File: src/rtl/ball_serve_ctrl_if.sv
`default_nettype none
// ============================================================================
// Interface : ball_serve_ctrl_if
// Purpose   : Groups the game-flow controller's control and status signals.
//             The master side (collision/input logic, display/link side)
//             drives start, frame_tick, hit, miss and miss_side, and observes
//             the status outputs. The slave side (the controller) does the
//             opposite.
// Signals   : start, frame_tick, hit, miss, miss_side       master -> slave
//             value_select, load_en, serve_side, score_a,
//             score_b, rally_cnt, game_over, state_dbg     slave -> master
// Revision  : 1.0  initial release
// ============================================================================
interface ball_serve_ctrl_if #(
  parameter int SCORE_W = 5
);
  logic               start;
  logic               frame_tick;
  logic               hit;
  logic               miss;
  logic               miss_side;
  logic               value_select;
  logic               load_en;
  logic               serve_side;
  logic [SCORE_W-1:0] score_a;
  logic [SCORE_W-1:0] score_b;
  logic [7:0]         rally_cnt;
  logic               game_over;
  logic [2:0]         state_dbg;

  modport master (
    output start, frame_tick, hit, miss, miss_side,
    input  value_select, load_en, serve_side, score_a, score_b,
           rally_cnt, game_over, state_dbg
  );

  modport slave (
    input  start, frame_tick, hit, miss, miss_side,
    output value_select, load_en, serve_side, score_a, score_b,
           rally_cnt, game_over, state_dbg
  );
endinterface
`default_nettype wire

File: src/rtl/ball_serve_ctrl.sv
`default_nettype none
// ============================================================================
// Module    : ball_serve_ctrl
// Purpose   : Game-flow controller for the ball-update datapath. Selects
//             between random serve values (value_select=0) and physics
//             feedback (value_select=1), strobes the ball registers, and
//             keeps score, serve side and rally count.
// Ports     : clk         system clock
//             rst_n       asynchronous active-low reset
//             ctrl_if     ball_serve_ctrl_if.slave
//               start, frame_tick, hit, miss, miss_side      (in)
//               value_select, load_en, serve_side, score_a,
//               score_b, rally_cnt, game_over, state_dbg     (out, registered)
// Params    : WIN_SCORE   points needed to win
//             SERVE_DELAY frame ticks between point end and next serve (>=1)
//             SCORE_W     score width, WIN_SCORE < 2**SCORE_W
// Macro     : DEUCE_EN    when defined, a win also needs a 2-point lead and
//                         tied scores at or above WIN_SCORE fall back to
//                         WIN_SCORE-1 each.
// Revision  : 1.0  initial release
// ============================================================================
module ball_serve_ctrl #(
  parameter int WIN_SCORE   = 11,
  parameter int SERVE_DELAY = 60,
  parameter int SCORE_W     = 5
) (
  input  logic             clk,
  input  logic             rst_n,
  ball_serve_ctrl_if.slave ctrl_if
);

  typedef enum logic [2:0] {
    S_IDLE  = 3'd0,
    S_WAIT  = 3'd1,
    S_SERVE = 3'd2,
    S_RALLY = 3'd3,
    S_POINT = 3'd4,
    S_OVER  = 3'd5
  } state_t;

  localparam int                 c_CNT_W    = (SERVE_DELAY > 1) ? $clog2(SERVE_DELAY) : 1;
  localparam logic [c_CNT_W-1:0] c_CNT_LAST = c_CNT_W'(SERVE_DELAY - 1);
  localparam logic [SCORE_W:0]   c_WIN      = (SCORE_W + 1)'(WIN_SCORE);
  localparam logic [SCORE_W-1:0] c_RELOAD   = SCORE_W'(WIN_SCORE - 1);

  state_t             state_q, state_d;
  logic [c_CNT_W-1:0] cnt_q, cnt_d;
  logic [SCORE_W-1:0] score_a_q, score_a_d;
  logic [SCORE_W-1:0] score_b_q, score_b_d;
  logic [7:0]         rally_q, rally_d;
  logic               serve_q, serve_d;
  logic               parity_q, parity_d;    // odd/even total points
  logic               scorer_q, scorer_d;    // 0 = A scored, 1 = B scored
  logic               sel_q, sel_d;
  logic               load_q, load_d;
  logic               over_q, over_d;

  // Post-increment scores, one bit wider so the win compare cannot wrap.
  logic [SCORE_W:0]   w_sum_a;
  logic [SCORE_W:0]   w_sum_b;
  logic               w_win;
  logic               w_reload;

  assign w_sum_a = {1'b0, score_a_q} + {{SCORE_W{1'b0}}, ~scorer_q};
  assign w_sum_b = {1'b0, score_b_q} + {{SCORE_W{1'b0}},  scorer_q};

`ifdef DEUCE_EN
  assign w_win    = ((w_sum_a >= c_WIN) && (w_sum_a >= w_sum_b + (SCORE_W + 1)'(2))) ||
                    ((w_sum_b >= c_WIN) && (w_sum_b >= w_sum_a + (SCORE_W + 1)'(2)));
  // Tie at deuce: fold back so the counters stay bounded.
  assign w_reload = (w_sum_a == w_sum_b) && (w_sum_a >= c_WIN);
`else
  assign w_win    = (w_sum_a >= c_WIN) || (w_sum_b >= c_WIN);
  assign w_reload = 1'b0;
`endif

  always_comb begin
    state_d   = state_q;
    cnt_d     = cnt_q;
    score_a_d = score_a_q;
    score_b_d = score_b_q;
    rally_d   = rally_q;
    serve_d   = serve_q;
    parity_d  = parity_q;
    scorer_d  = scorer_q;

    case (state_q)
      S_IDLE: begin
        if (ctrl_if.start) begin
          state_d   = S_WAIT;
          cnt_d     = '0;
          score_a_d = '0;
          score_b_d = '0;
          rally_d   = '0;
          serve_d   = 1'b0;
          parity_d  = 1'b0;
        end
      end

      S_WAIT: begin
        if (ctrl_if.frame_tick) begin
          if (cnt_q == c_CNT_LAST) begin
            state_d = S_SERVE;
            cnt_d   = '0;
          end else begin
            cnt_d = cnt_q + 1'b1;
          end
        end
      end

      S_SERVE: begin
        state_d = S_RALLY;
        rally_d = '0;
      end

      S_RALLY: begin
        // A miss ends the rally and takes priority over a coincident hit.
        if (ctrl_if.miss) begin
          state_d  = S_POINT;
          scorer_d = ~ctrl_if.miss_side;
        end else if (ctrl_if.hit && (rally_q != 8'hFF)) begin
          rally_d = rally_q + 8'd1;
        end
      end

      S_POINT: begin
        parity_d = ~parity_q;
        if (parity_q) begin
          serve_d = ~serve_q;
        end
        if (w_reload) begin
          score_a_d = c_RELOAD;
          score_b_d = c_RELOAD;
        end else begin
          score_a_d = w_sum_a[SCORE_W-1:0];
          score_b_d = w_sum_b[SCORE_W-1:0];
        end
        state_d = w_win ? S_OVER : S_WAIT;
      end

      S_OVER: begin
        if (ctrl_if.start) begin
          state_d   = S_WAIT;
          score_a_d = '0;
          score_b_d = '0;
        end
      end

      default: begin
        state_d = S_IDLE;
      end
    endcase

    // Outputs are registered from the next state so they line up with it.
    // A tick seen in SERVE or RALLY loads on the following cycle, unless the
    // rally ended on that same cycle.
    sel_d  = (state_d == S_RALLY);
    load_d = (state_d == S_SERVE) || ((state_d == S_RALLY) && ctrl_if.frame_tick);
    over_d = (state_d == S_OVER);
  end

  always_ff @(posedge clk or negedge rst_n) begin
    if (!rst_n) begin
      state_q   <= S_IDLE;
      cnt_q     <= '0;
      score_a_q <= '0;
      score_b_q <= '0;
      rally_q   <= '0;
      serve_q   <= 1'b0;
      parity_q  <= 1'b0;
      scorer_q  <= 1'b0;
      sel_q     <= 1'b0;
      load_q    <= 1'b0;
      over_q    <= 1'b0;
    end else begin
      state_q   <= state_d;
      cnt_q     <= cnt_d;
      score_a_q <= score_a_d;
      score_b_q <= score_b_d;
      rally_q   <= rally_d;
      serve_q   <= serve_d;
      parity_q  <= parity_d;
      scorer_q  <= scorer_d;
      sel_q     <= sel_d;
      load_q    <= load_d;
      over_q    <= over_d;
    end
  end

  assign ctrl_if.value_select = sel_q;
  assign ctrl_if.load_en      = load_q;
  assign ctrl_if.serve_side   = serve_q;
  assign ctrl_if.score_a      = score_a_q;
  assign ctrl_if.score_b      = score_b_q;
  assign ctrl_if.rally_cnt    = rally_q;
  assign ctrl_if.game_over    = over_q;
  assign ctrl_if.state_dbg    = state_q;

endmodule
`default_nettype wire

File: src/flat_wrapper.sv
// flat-port wrapper written by rule: the top's interface ports become plain ports
module ball_serve_ctrl_flat 
#(
  parameter int WIN_SCORE   = 11,
  parameter int SERVE_DELAY = 60,
  parameter int SCORE_W     = 5
)
  (clk, rst_n, ctrl_if_start, ctrl_if_frame_tick, ctrl_if_hit, ctrl_if_miss, ctrl_if_miss_side, ctrl_if_value_select, ctrl_if_load_en, ctrl_if_serve_side, ctrl_if_score_a, ctrl_if_score_b, ctrl_if_rally_cnt, ctrl_if_game_over, ctrl_if_state_dbg);
  ball_serve_ctrl_if #(.SCORE_W(SCORE_W)) ctrl_if_i ();
  input  logic clk;
  input  logic rst_n;
  input wire logic [$bits(ctrl_if_i.start)-1:0] ctrl_if_start;
  input wire logic [$bits(ctrl_if_i.frame_tick)-1:0] ctrl_if_frame_tick;
  input wire logic [$bits(ctrl_if_i.hit)-1:0] ctrl_if_hit;
  input wire logic [$bits(ctrl_if_i.miss)-1:0] ctrl_if_miss;
  input wire logic [$bits(ctrl_if_i.miss_side)-1:0] ctrl_if_miss_side;
  output wire logic [$bits(ctrl_if_i.value_select)-1:0] ctrl_if_value_select;
  output wire logic [$bits(ctrl_if_i.load_en)-1:0] ctrl_if_load_en;
  output wire logic [$bits(ctrl_if_i.serve_side)-1:0] ctrl_if_serve_side;
  output wire logic [$bits(ctrl_if_i.score_a)-1:0] ctrl_if_score_a;
  output wire logic [$bits(ctrl_if_i.score_b)-1:0] ctrl_if_score_b;
  output wire logic [$bits(ctrl_if_i.rally_cnt)-1:0] ctrl_if_rally_cnt;
  output wire logic [$bits(ctrl_if_i.game_over)-1:0] ctrl_if_game_over;
  output wire logic [$bits(ctrl_if_i.state_dbg)-1:0] ctrl_if_state_dbg;
  assign ctrl_if_i.start = ctrl_if_start;
  assign ctrl_if_i.frame_tick = ctrl_if_frame_tick;
  assign ctrl_if_i.hit = ctrl_if_hit;
  assign ctrl_if_i.miss = ctrl_if_miss;
  assign ctrl_if_i.miss_side = ctrl_if_miss_side;
  assign ctrl_if_value_select = ctrl_if_i.value_select;
  assign ctrl_if_load_en = ctrl_if_i.load_en;
  assign ctrl_if_serve_side = ctrl_if_i.serve_side;
  assign ctrl_if_score_a = ctrl_if_i.score_a;
  assign ctrl_if_score_b = ctrl_if_i.score_b;
  assign ctrl_if_rally_cnt = ctrl_if_i.rally_cnt;
  assign ctrl_if_game_over = ctrl_if_i.game_over;
  assign ctrl_if_state_dbg = ctrl_if_i.state_dbg;
  ball_serve_ctrl #(.WIN_SCORE(WIN_SCORE), .SERVE_DELAY(SERVE_DELAY), .SCORE_W(SCORE_W)) u_core (.clk(clk), .rst_n(rst_n), .ctrl_if(ctrl_if_i));
endmodule
File: config.mk
export PLATFORM = sky130hd
export DESIGN_NAME = ball_serve_ctrl_flat
export DESIGN_NICKNAME = d
export VERILOG_FILES = /design/src/rtl/ball_serve_ctrl_if.sv /design/src/rtl/ball_serve_ctrl.sv /design/src/flat_wrapper.sv
export SDC_FILE = /design/constraint.sdc
export NUM_CORES = 1
export LEC_CHECK = 0
export ABC_AREA = 0
export CAP_MARGIN = 40
export CORE_MARGIN = 2
export CORE_UTILIZATION = 40
export CTS_CLUSTER_SIZE = 20
export DETAILED_ROUTE_END_ITERATION = 7
export MAX_ROUTING_LAYER = met4
export PLACE_DENSITY_LB_ADDON = 0.1
export SLEW_MARGIN = 20
export SYNTH_ARGS = -nofsm -noshare
export SYNTH_HDL_FRONTEND = slang
export SYNTH_SLANG_ARGS = --single-unit
File: constraint.sdc
create_clock -name clk -period 4.5 [get_ports clk]
set_clock_uncertainty 0.05 [all_clocks]
set_input_delay 0.9 -clock clk [delete_from_list [all_inputs] [get_ports clk]]
set_output_delay 0.9 -clock clk [all_outputs]
set_load 0.03 [all_outputs]
==> results.sh <==
export IMPL_status="finished clean"
export IMPL_antennaDiodeCount=0
export IMPL_synth_flop_cell="dfrtp_1"
export IMPL_layout_common_cells="33 x dfrtp_1, 31 x clkdlybuf4s50_1, 23 x nand2_1"
export IMPL_r2r_setup_slack_ps=2400
export IMPL_crit_path_end="ctrl_if_state_dbg[2]"
export IMPL_fin_nets=237
export IMPL_postSynthCellCount=190
export IMPL_p_per_area_mw_per_mm2=373
export IMPL_clock_latency_ps=280
export IMPL_cts_htree_levels=2
export IMPL_cts_root_buffer="clkbuf_8"
export IMPL_grt_usage_pct=17.5
export IMPL_worst_endpoint_arrival_ps=1720
export IMPL_start_util_pct=41.2
export IMPL_worstReg2RegStart="u_core.ctrl_if.score_a[0]$_DFFE_PN0P_"
export IMPL_cap_violations=0
export IMPL_antenna_left=0
export IMPL_end_kind="output pin"
export IMPL_grt_pass1_vias=1515
export IMPL_hold_viol=0
export IMPL_drc=0
export IMPL_worst_path_stages=1
export IMPL_synth_seq_area_share_pct=46.4
export IMPL_fin_crit_sh_pct=59.3
export IMPL_hp_start="u_core.cnt_q[1]$_DFFE_PN0P_"
export IMPL_antenna_found_initial=0
export IMPL_fin_hold_ws_ps=476
export IMPL_reg2reg_to="u_core.ctrl_if.state_dbg[2]$_DFF_PN0_"
export IMPL_async_flop_share_pct=100
export IMPL_ys_ff_latch=33
export IMPL_die_area_sq_mm=0.00500
export IMPL_grt_overflow=0
export IMPL_cts_sinks=33
export IMPL_die_w_microns=70.7
export IMPL_crit_type="flop to output pin"
export IMPL_first_pass_iters=4
export IMPL_crit_chain="clkdlybuf4s50_1"
export IMPL_synth_distinct_cells=48
export IMPL_layout_min_cycle_time_ps=2670
export IMPL_cp_required_ps=3550
export IMPL_cts_buffers_inserted=5
export IMPL_ctsHoldBuffers=0
export IMPL_hold_class="flop to flop"
export IMPL_slew_violations=0
export IMPL_grt_max_degree=34
export IMPL_critPathLaunch="u_core.ctrl_if.state_dbg[2]$_DFF_PN0_"
export IMPL_cp_start_kind="flop"
export IMPL_areaGrowthSynthToFinish_pct=24.5
export IMPL_ioPinCount=32
export IMPL_grt_pass1_wl_mm=6.84
export IMPL_path_max_fanout=17
export IMPL_port_buffers=31
export IMPL_ctsResizeCount=0
export IMPL_cts_tree="yes"
export IMPL_clockBufferDepth=2
export IMPL_slowest_delay_ps=770
export IMPL_rows=24
export IMPL_fin_setup_tns_ps=0
export IMPL_ff2ff_path_depth=7
export IMPL_rsz0062_at_grt="no"
export IMPL_via_per_inst=5.63
export IMPL_power_uw=826
export IMPL_dp_cells=269
export IMPL_place_congestion=0.783
export IMPL_yosysWarnings=0
export IMPL_drt_iter0_markers=62
export IMPL_vias=1553
export IMPL_die_h_microns=70.7
export IMPL_synth_top_cell_by_area="dfrtp_1"
export IMPL_synth_fp_nets=203
export IMPL_synth_top_area_share_pct=46.4
export IMPL_timing_fmax_ghz=0.375
export IMPL_slew_limit_headroom_pct=62.9
export IMPL_p_leak_nw=0.965
export IMPL_slowest_stage="clkdlybuf4s50_1"
export IMPL_wl_per_cell_microns=14.5
export IMPL_syn_cell_area_sq_mm=0.00178
export IMPL_ir_drop_uv=171
export IMPL_syn_mean_instance_area_sq_um=9.37
export IMPL_cts_setup_buffers=0
export IMPL_tightestPinTransition_ps=551
export IMPL_final_common_cell="dfrtp_1"
export IMPL_routed_wl_mm=3.99
export IMPL_worst_path_buf_inv=1
export IMPL_dp_hpwl_mm=2.80
export IMPL_drive_gt1_share_pct=7.14
export IMPL_clkTransAtPathRegs_ps=70
export IMPL_synth_edf_count=0
export IMPL_synthTopCellsByArea="dfrtp_1 46%, o21ai_0 6.2%, nand2_1 4.8%"
export IMPL_final_setup_viol_count=0
export IMPL_final_cells=276
export IMPL_core_area_sq_mm=0.00432
export IMPL_cp_top_family="buffers and inverters"
## cell usage after synthesis, types with 2 or more instances
library cell  count
a21boi_0          2
a21oi_1           7
a22o_1            5
a31oi_1           3
a32o_1            2
and3_1            4
buf_2             2
dfrtp_1          33
ha_1              6
inv_1             6
nand2_1          23
nand2b_1          2
nand3_1           9
nand3b_1          2
nand4_1           3
nor2_1           14
nor3_1            8
o21ai_0          22
o31ai_1           3
xnor2_1           5
xor2_1            2
## area by class of cell
| cell class | count | area, sq um |
|---|---|---|
| fillers | 417 | 2110 |
| multi-input cells | 146 | 900 |
| flip-flops and latches | 33 | 826 |
| repair buffers | 32 | 318 |
| clock buffers | 7 | 86.3 |
| well taps | 52 | 65.1 |
| inverters | 6 | 22.5 |
## routing by layer
metal / routed length, microns / track usage, % / vias up
li1: - / - / 761
met1: 1980 / 23.2 / 748
met2: 1830 / 27.4 / 42
met3: 161 / 2.99 / 2
met4: 20 / 5.66 / 0
met5: 0 / - / -
## sequential cells by signal, summed over array words and instances (netlist names)
register and count:
u_core.ctrl_if.rally_cnt 8, u_core.cnt_q 6, u_core.ctrl_if.score_a 5, u_core.ctrl_if.score_b 5, u_core.ctrl_if.state_dbg 3, u_core.ctrl_if.game_over 1, u_core.ctrl_if.load_en 1, u_core.ctrl_if.serve_side 1
u_core.ctrl_if.value_select 1, u_core.parity_q 1, u_core.scorer_q 1
## kinds of logic (layout without fill, tap and decap cells)
group / Yosys count / after routing / share of synthesized area, %
buffers and inverters: 11 / 45 / 3.09
flip-flops: 33 / 33 / 46.4
AND/OR/NAND/NOR: 77 / 77 / 22.3
XOR/XNOR: 7 / 7 / 3.44
AO/OA/AOI/OAI: 55 / 55 / 20.0
adder cells (fa/ha/maj): 7 / 7 / 4.78
## worst min-delay path by stage
| stage | endpoint | slack (ps) | cells after the start |
|---|---|---|---|
| after floorplan | u_core.cnt_q[1]$_DFFE_PN0P_ | 420 | 2 |
| after global placement | u_core.cnt_q[1]$_DFFE_PN0P_ | 440 | 2 |
| after detailed placement | u_core.cnt_q[0]$_DFFE_PN0P_ | 460 | 1 |
| after CTS | u_core.cnt_q[0]$_DFFE_PN0P_ | 470 | 1 |
| after global routing | u_core.ctrl_if.serve_side$_DFFE_PN0P_ | 500 | 1 |
| final | u_core.cnt_q[1]$_DFFE_PN0P_ | 480 | 2 |
## through the flow
| stage | utilization, % | setup WS (ps) | instance area, sq um |
|---|---|---|---|
| after floorplan | - | 2440 | 1780 |
| after global placement | 49.3 | 1930 | 2130 |
| after detailed placement | 49.3 | 1890 | 2130 |
| after CTS | 51.3 | 1830 | 2220 |
| after global routing | 51.3 | 1760 | 2220 |
| final | 51.3 | 1830 | 2220 |
## tightest hold or removal path, stage by stage (launching register included)
cell	delay, ps
dfrtp_1	370
nand2_1	50
o21ai_0	70
## report_power, final
part / total (mW) / switching (mW) / internal [mW]
Clock: 0.226 / 0.104 / 0.121
Sequential: 0.389 / 0.0502 / 0.338
Combinational: 0.212 / 0.122 / 0.0895
(Power assumes the default switching activity.)
